### src/rtl/csp_fair_grant_arb_if.sv
// Request/grant bundle between the guard sources/consumer and the fair arbiter.
interface csp_fair_grant_arb_if #(
  parameter int GUARDS = 4
);
  localparam int IDX_W = (GUARDS > 1) ? $clog2(GUARDS) : 1;

  logic [GUARDS-1:0] req;
  logic              grant_ack;
  logic              grant_valid;
  logic [IDX_W-1:0]  grant_idx;
  logic [GUARDS-1:0] grant_onehot;
  logic              err;

  modport master (
    output req, grant_ack,
    input  grant_valid, grant_idx, grant_onehot, err
  );

  modport slave (
    input  req, grant_ack,
    output grant_valid, grant_idx, grant_onehot, err
  );
endinterface

### src/rtl/csp_fair_grant_arb.sv
// Fair CSP guard arbiter: longest-waiting true guard wins, LFSR-rotated tie-break.
module csp_fair_grant_lane #(
  parameter int CNT_W = 8
) (
  input  logic             CLK,
  input  logic             _RESET,
  input  logic             eval,
  input  logic             snap_bit,
  input  logic             clr,
  output logic [CNT_W-1:0] cnt,
  output logic [CNT_W-1:0] upd
);
  // Saturates instead of wrapping so a starved guard never loses its seniority.
  assign upd = !snap_bit ? '0 : ((&cnt) ? cnt : cnt + CNT_W'(1));

  always_ff @(posedge CLK or negedge _RESET)
    if (!_RESET)   cnt <= '0;
    else if (eval) cnt <= upd;
    else if (clr)  cnt <= '0;
endmodule

module csp_fair_grant_arb #(
  parameter int          GUARDS = 4,
  parameter int          CNT_W  = 8,
  parameter logic [15:0] SEED   = 16'h0001
) (
  input  logic                 CLK,
  input  logic                 _RESET,
  csp_fair_grant_arb_if.slave  bus
);
  localparam int          IDX_W     = (GUARDS > 1) ? $clog2(GUARDS) : 1;
  localparam logic [15:0] LFSR_INIT = (SEED == 16'h0) ? 16'h0001 : SEED;

  typedef enum logic [1:0] {IDLE = 2'd0, EVAL = 2'd1, GRANT = 2'd2} state_t;

  state_t                        state, nstate;
  logic [GUARDS-1:0]             snap;
  logic [15:0]                   lfsr;
  logic [IDX_W-1:0]              grant_idx_q;
  logic                          err_q;
  logic                          capture, eval, accept, valid;
  logic [GUARDS-1:0]             clr_vec;
  logic [GUARDS-1:0][CNT_W-1:0]  history, upd;
  logic [CNT_W-1:0]              max_cnt;
  logic [GUARDS-1:0]             cand;
  logic [IDX_W-1:0]              sel;
  logic [7:0]                    ptr;
  logic                          found;
  int                            j;

  always_ff @(posedge CLK or negedge _RESET)
    if (!_RESET) state <= IDLE;
    else         state <= nstate;

  always_comb begin
    nstate = state;
    case (state)
      IDLE:    if (|bus.req)     nstate = EVAL;
      EVAL:                      nstate = GRANT;
      GRANT:   if (bus.grant_ack) nstate = IDLE;
      default:                   nstate = IDLE;
    endcase
  end

  always_comb begin
    capture = 1'b0;
    eval    = 1'b0;
    accept  = 1'b0;
    valid   = 1'b0;
    case (state)
      IDLE:  capture = |bus.req;
      EVAL:  eval    = 1'b1;
      GRANT: begin
        valid  = 1'b1;
        accept = bus.grant_ack;
      end
      default: ;
    endcase
  end

  assign clr_vec = accept ? (GUARDS'(1) << grant_idx_q) : '0;

  for (genvar g = 0; g < GUARDS; g++) begin : g_lane
    csp_fair_grant_lane #(.CNT_W(CNT_W)) u_lane (
      .CLK      (CLK),
      ._RESET   (_RESET),
      .eval     (eval),
      .snap_bit (snap[g]),
      .clr      (clr_vec[g]),
      .cnt      (history[g]),
      .upd      (upd[g])
    );
  end

  always_comb begin
    max_cnt = '0;
    for (int i = 0; i < GUARDS; i++)
      if (snap[i] && upd[i] > max_cnt) max_cnt = upd[i];
  end

  always_comb begin
    for (int i = 0; i < GUARDS; i++)
      cand[i] = snap[i] && (upd[i] == max_cnt);
  end

  // Rotating first-candidate search starting at the LFSR pointer.
  assign ptr = lfsr[7:0] % 8'(GUARDS);

  always_comb begin
    sel   = '0;
    found = 1'b0;
    j     = 0;
    for (int k = 0; k < GUARDS; k++) begin
      j = (int'(ptr) + k) % GUARDS;
      if (!found && cand[IDX_W'(j)]) begin
        found = 1'b1;
        sel   = IDX_W'(j);
      end
    end
  end

  always_ff @(posedge CLK or negedge _RESET)
    if (!_RESET) begin
      snap        <= '0;
      lfsr        <= LFSR_INIT;
      grant_idx_q <= '0;
      err_q       <= 1'b0;
    end else begin
      lfsr <= {1'b0, lfsr[15:1]} ^ (lfsr[0] ? 16'hB400 : 16'h0000);
      if (capture) snap        <= bus.req;
      if (eval)    grant_idx_q <= sel;
      if (valid && !bus.req[grant_idx_q]) err_q <= 1'b1;
    end

  assign bus.grant_valid  = valid;
  assign bus.grant_idx    = grant_idx_q;
  assign bus.grant_onehot = valid ? (GUARDS'(1) << grant_idx_q) : '0;
  assign bus.err          = err_q;
endmodule
### src/flat_wrapper.sv
// flat-port wrapper written by rule: the top's interface ports become plain ports
module csp_fair_grant_arb_flat 
#(
  parameter int          GUARDS = 4,
  parameter int          CNT_W  = 8,
  parameter logic [15:0] SEED   = 16'h0001
)
  (CLK, _RESET, bus_req, bus_grant_ack, bus_grant_valid, bus_grant_idx, bus_grant_onehot, bus_err);
  csp_fair_grant_arb_if #(.GUARDS(GUARDS)) bus_i ();
  input  logic CLK;
  input  logic _RESET;
  input wire logic [$bits(bus_i.req)-1:0] bus_req;
  input wire logic [$bits(bus_i.grant_ack)-1:0] bus_grant_ack;
  output wire logic [$bits(bus_i.grant_valid)-1:0] bus_grant_valid;
  output wire logic [$bits(bus_i.grant_idx)-1:0] bus_grant_idx;
  output wire logic [$bits(bus_i.grant_onehot)-1:0] bus_grant_onehot;
  output wire logic [$bits(bus_i.err)-1:0] bus_err;
  assign bus_i.req = bus_req;
  assign bus_i.grant_ack = bus_grant_ack;
  assign bus_grant_valid = bus_i.grant_valid;
  assign bus_grant_idx = bus_i.grant_idx;
  assign bus_grant_onehot = bus_i.grant_onehot;
  assign bus_err = bus_i.err;
  csp_fair_grant_arb #(.GUARDS(GUARDS), .CNT_W(CNT_W), .SEED(SEED)) u_core (.CLK(CLK), ._RESET(_RESET), .bus(bus_i));
endmodule
### config.mk
export PLATFORM = sky130hd
export DESIGN_NAME = csp_fair_grant_arb_flat
export DESIGN_NICKNAME = d
export VERILOG_FILES = /design/src/rtl/csp_fair_grant_arb_if.sv /design/src/rtl/csp_fair_grant_arb.sv /design/src/flat_wrapper.sv
export SDC_FILE = /design/constraint.sdc
export NUM_CORES = 1
export LEC_CHECK = 0
export ABC_AREA = 1
export CAP_MARGIN = 0
export CELL_PAD_IN_SITES_DETAIL_PLACEMENT = 0
export CELL_PAD_IN_SITES_GLOBAL_PLACEMENT = 1
export CORE_UTILIZATION = 49
export CTS_CLUSTER_DIAMETER = 150
export DETAILED_ROUTE_END_ITERATION = 12
export GPL_TIMING_DRIVEN = 0
export MAX_ROUTING_LAYER = met4
export PLACE_DENSITY_LB_ADDON = 0.05
export SETUP_SLACK_MARGIN = 0.3
export SLEW_MARGIN = 5
export SYNTH_ARGS = -nofsm -noshare
export SYNTH_HDL_FRONTEND = slang
export SYNTH_HIERARCHICAL = 1
export SYNTH_SLANG_ARGS = --single-unit
### constraint.sdc
create_clock -name CLK -period 9.7 [get_ports CLK]
set_clock_uncertainty 0.15 [all_clocks]
set_input_delay 2.91 -clock CLK [delete_from_list [all_inputs] [get_ports CLK]]
set_output_delay 2.91 -clock CLK [all_outputs]
set_load 0.02 [all_outputs]
## Yosys cells after proc, flatten, opt, wreduce, memory -nomap -nowiden

Index checks and enable logic that the tools add are counted.

| word-level totals | value |
|---|---|
| flip-flop bits (word level) | 57 |
| bits of input ports | 7 |
| output and inout port bits | 8 |

| cells by class | value |
|---|---|
| $add $sub $neg | 7 |
| magnitude comparators | 9 |
| eq/ne operators | 8 |
| shift operators | 1 |
| mux-type cells | 51 |
| bitwise logic cells | 1 |
| reductions and logical operators | 27 |

Operator list:

| operator | number |
|---|---|
| 8-bit 2-to-1 mux | 20 |
| 8-bit by 1-bit adder with 8-bit output, second input constant | 4 |
| 8-bit equality test | 4 |
| 8-bit AND reduction | 4 |
| 8-bit > comparator | 3 |
| 2-bit by 4-bit less-than comparator with 1-bit output, second input constant | 4 |
| 1-bit 2-to-1 mux | 16 |
| 16-bit 2-to-1 mux | 1 |
| 15-bit by 16-bit bitwise XOR with 16-bit output | 1 |
| 1-bit logical AND | 12 |
| 2-bit 2-to-1 mux | 6 |
| 1-bit binary-select mux with 2-bit select | 5 |
| 8-bit by 1-bit > comparator with 1-bit output, second input constant | 1 |
| 4-bit 2-to-1 mux | 2 |
| 2-bit nonzero test | 4 |
| 2-bit one-hot mux with 3 select lines | 1 |
| 2-bit adder, second input constant | 2 |
| 1-bit logical NOT | 4 |
| 4-bit OR reduction | 1 |
| 1-bit by 2-bit << shifter with 4-bit output, first input constant | 1 |
| 2-bit by 3-bit less-than comparator with 1-bit output, second input constant | 1 |
| 2-bit by 1-bit adder with 2-bit output, second input constant | 1 |
| 2-bit by 1-bit equality test with 1-bit output, second input constant | 1 |
| 2-bit equality test, second input constant | 1 |
| 4 further kinds | 4 |

## Longest topological paths before layout

| logic depth | value |
|---|---|
| depth in word-level cells | 30 |
| mapped depth | 64 |
| gate-level depth less buffers | 62 |

## By module

The synthesis kept the hierarchy.

Modules (own cells, without submodules):

| module | instances | cells each | area each (sq um) | sequential area each (sq um) |
|---|---|---|---|---|
| csp_fair_grant_arb | 1 | 506 | 3,136.8 | 626.9 |
| csp_fair_grant_lane | 4 | 91 | 606.8 | 200.2 |

## Worst setup path before layout

Ideal clock, no wire load.

| timing path | value |
|---|---|
| path type | register to register |
| start point | register u_core.g_lane[0].u_lane.cnt[0] |
| end point | register u_core.grant_idx_q[0] (netlist: u_core/bus.grant_idx[0]) |
| setup time | 0.118 ns |
| data arrival time | 5.696 ns |
| required time | 9.432 ns |
| setup slack | 3.736 ns |
| cell stages (with the launch flop) | 51 |
| buffers on the path | 4 |
| clock period less this slack | 5.964 ns |
| cells stage by stage | dfrtp_1 -> ha_1 -> nand2_1 -> nor2_4 -> nand2_4 -> nand2_1 -> nand2_1 -> nor2_1 -> inv_1 -> nand2_1 -> nor3_1 -> nand2_1 -> nand2_1 -> inv_1 -> nand2_1 -> ha_1 -> nand2_1 -> nor2_1 -> [... 15 more ...] -> ha_1 -> a21oi_1 -> o21ai_1 -> o21bai_2 -> nand2_2 -> buf_6 -> buf_4 -> nand3_1 -> nand3_1 -> nand2_1 -> nor2_1 -> nand3_1 -> nand3_1 -> nand2_1 -> a21oi_1 -> nand2_1 -> nand3_1 -> nand2_1 |

RTL lines:

| element | RTL line | source |
|---|---|---|
| start, declared | csp_fair_grant_arb.sv:10 | `output logic [CNT_W-1:0] cnt,` |
| start signal, assigned | csp_fair_grant_arb.sv:18 | `else if (eval) cnt <= upd;` |
| end signal, assigned | csp_fair_grant_arb.sv:131 | `if (eval) grant_idx_q <= sel;` |
| end, declared | csp_fair_grant_arb.sv:39 | `logic [IDX_W-1:0] grant_idx_q;` |

==> summary.log <==
[clocking] count of clock tree sinks 57
[global_route] aggregate global routing overflow 0
[worst_setup_path] cells on worst reg2reg path 52
[worst_setup_path] Crit Path Class reg2reg
[yosys] commonest cells in the netlist 242 x nand2_1, 174 x nand3_1, 114 x inv_1
[finish] Ant. Diodes 0
[yosys] cell type contributing the most total cell area after synthesis dfrtp_1
[clocking] Setup Fix Bufs, Post-CTS 0
[die] Die H 109 um
[finish] Finished Layout Cells 1041
[worst_setup_path] Crit path arrival time 7300 ps
[global_route] number of global-route vias before repair 5468
[route] average vias per placed instance 5.61
[worst_setup_path] worst path bufs/invs 7
[route] drt drc 0
[clocking] Reg clk slew, reported paths 60 ps
[sta] RSZ-0062 raised after global routing false
[sta] maximum achievable frequency 0.138 GHz
[finish] Design Area, Final 6180 um2
[finish] combined flip-flop and latch cell area 1430 um2
[route] final antenna-violating net count 0
[finish] final core utilization 56.5%
[placement] final weighted congestion of routability-driven global placement 0.931
[worst_setup_path] standard cell with the maximum stage delay on the critical path dfrtp_1
[route] total number of vias 5839
[yosys] count of distinct cell types in the synthesized netlist 42
[yosys] share of the yosys chip area belonging to registers 25.7%
[clocking] number of CTS-inserted buffers 9
[die] starting density of the core 50.9%
[finish] synthesis-to-layout area growth 11.0%
[finish] Fillers 1108
[yosys] synthesis warning total 6
[placement] total placed cells including tap cells 1025
[sta] measured slew at the worst slew-check pin 871 ps
[global_route] maximum number of pins on one net before global-route repair 40
[clocking] post-CTS sizing 0
[clocking] Clock Latency Late Sink 340 ps
[die] DIE AREA 11800 um2
[placement] dpl hpwl 13000 um
[yosys] Top FF cell, synth dfrtp_1
[finish] footprint of the multi-input gates 3520 um2
[job] max-cap check violation count 0
[worst_setup_path] cell type with the highest occurrence count on the critical path nand2_1
[hold_path] hold depth 0
[yosys] summed instance area of the synthesized netlist 5560 um2
[worst_setup_path] Critical Path Stages 52
[sta] Sum Neg Setup Slack 0 ps
[hold_path] worst hold path type reg2reg
[yosys] Seq cells post-synth 57
[route] DRT Pass-1 Iters 5
[placement] Placed Area 5890 um2
[global_route] global-route wire length before repair 26900 um
[sta] final hold violations 0
[worst_setup_path] Crit. End Element flop
[yosys] Post-Synthesis Cells 870
[clocking] number of H-tree levels 3
[finish] proportion of layout cells with a drive suffix above 1 11.9%
[global_route] global routing usage summed across all routing layers 31.0%
[worst_setup_path] kind of cell with the highest combined delay on the critical path simple AND/OR/NAND/NOR gates
[yosys] EDFF count, synth 0
[placement] port buffer count 14
[die] placeable core region 10900 um2
[global_route] number of antenna violations at the first check in global routing 0
[sta] final worst path period need 7230 ps
[die] number of top-level pins 15
[worst_setup_path] CP required 9770 ps
[route] sum of routed wire length over all layers 16400 um
[sta] max_slew headroom 41.7%
[yosys] share of the synthesized area in the top cell type 25.2%
[worst_setup_path] Worst Setup Start Kind flop
[sta] fin crit share 74.5%
[finish] number of nets in the final layout 931
[die] die extent in x 109 um
[clocking] Post-CTS Hold Buffers 0
[clocking] clk buf depth 2
[power_and_ir_drop] worst vdd rail ir drop 0.200 mV
[clocking] cell chosen for the clock root clkbuf_16
[route] wire length per cell 15.8 um
[power_and_ir_drop] total power per unit cell area 388 nW/um2
[yosys] Synth area leaders dfrtp_1 25%, nand2_1 16%, nand3_1 16%
[worst_setup_path] maximum fanout along the worst path 10
[yosys] Mapped Avg Cell Area 6.40 um2
[yosys] share of synthesized registers carrying an async set or reset 100%
[sta] total of endpoints with negative setup slack in the final report 0
[power_and_ir_drop] leakage power total 3.27 nW
[yosys] cell with the most instances after synthesis nand2_1
[outcome] result of the run completed
[power_and_ir_drop] Total Power 2.40 mW
[sta] number of max-slew violations in the final report 0
[worst_setup_path] CP max stage delay 400 ps
[clocking] TritonCTS clock tree built
[route] DRC violation total after the first TritonRoute iteration 524
[yosys] post-synth net total 905
[die] row count 38
[where the power goes]
group	switching (mW)	internal, mW
sequential	0.0366	0.268
combinational	1.20	0.592
clock	0.117	0.185
[cell families after synthesis]
logic type | count (synthesis) | synth area share, %
and+or+nand+nor | 576 | 50.0
buffers and inverters | 144 | 11.1
AOI/OAI and AO/OA | 61 | 6.34
DFF | 57 | 25.7
adders and majority gates | 28 | 6.30
xor gates and xnor gates | 4 | 0.630
[sequential cells by signal, summed over array words and instances (netlist names)]
register and count:
u_core/state 2, u_core/snap 4, u_core/lfsr 16, u_core/bus.err 1
u_core/bus.grant_idx 2, u_core/g_lane.u_lane/cnt 32
[layout by cell type (no fill, tap or decap), types with 6 or more instances in the layout]
cell type,count
nand2_1,242
dfrtp_1,56
o21ai_0,26
nand2_4,7
inv_1,114
nor3_1,10
nor2_2,6
nor2_4,9
a21oi_1,10
inv_2,7
a31oi_1,14
buf_4,6
clkbuf_16,9
nand4_1,25
clkbuf_1,7
nand2_2,30
nand3_1,174
nor2_1,50
nand3_2,7
ha_1,28
clkdlybuf4s50_1,13
and3_1,8
[worst register-to-register path: cells and delay by family (launching register included)]
family / cells / cell delay (ps)
AOI/OAI and AO/OA: 3 / 560
adders and majority gates: 4 / 1090
and+or+nand+nor: 38 / 4000
DFF: 1 / 400
buffers and inverters: 7 / 950
[metal layers]
metal	GRT usage (%)	share of wire (%)	up-vias
met4	11.0	2.3	0
li1	-	-	2910
met1	40.3	47	2718
met5	-	0	-
met2	48.7	45	183
met3	4.76	5.7	28
[stage by stage]
| step | setup slack [ps] | hold WS (ps) |
|---|---|---|
| after global placement | 2550 | 185 |
| after floorplan | 3740 | 181 |
| after detailed placement | 2530 | 188 |
| final | 2470 | 200 |
| after CTS | 2490 | 201 |
| after global routing | 1660 | 202 |
[area by class of cell]
class / instances / area share, %
clock buffer: 11 / 4.09
tap: 140 / 2.84
timing repair buffer: 15 / 2.51
buffer: 21 / 2.47
multi-input combinational: 669 / 57.0
sequential: 57 / 23.1
inverter: 123 / 7.51
clock inverter: 5 / 0.486
[worst paths after layout]
check                                               start                        endpoint  slack (ps)
min reg2reg                                u_core/lfsr[6]                  u_core/lfsr[5]         200
min in group asynchronous                          _RESET  u_core/g_lane[1].u_lane/cnt[7]        2380
max                        u_core/g_lane[0].u_lane/cnt[0]         u_core/bus.grant_idx[0]        2470
min                                        u_core/lfsr[6]                  u_core/lfsr[5]         200
max in group asynchronous                          _RESET                  u_core/lfsr[0]        6370
max reg2reg                u_core/g_lane[0].u_lane/cnt[0]         u_core/bus.grant_idx[0]        2470
Note: power is estimated with default switching activity, not from simulation.
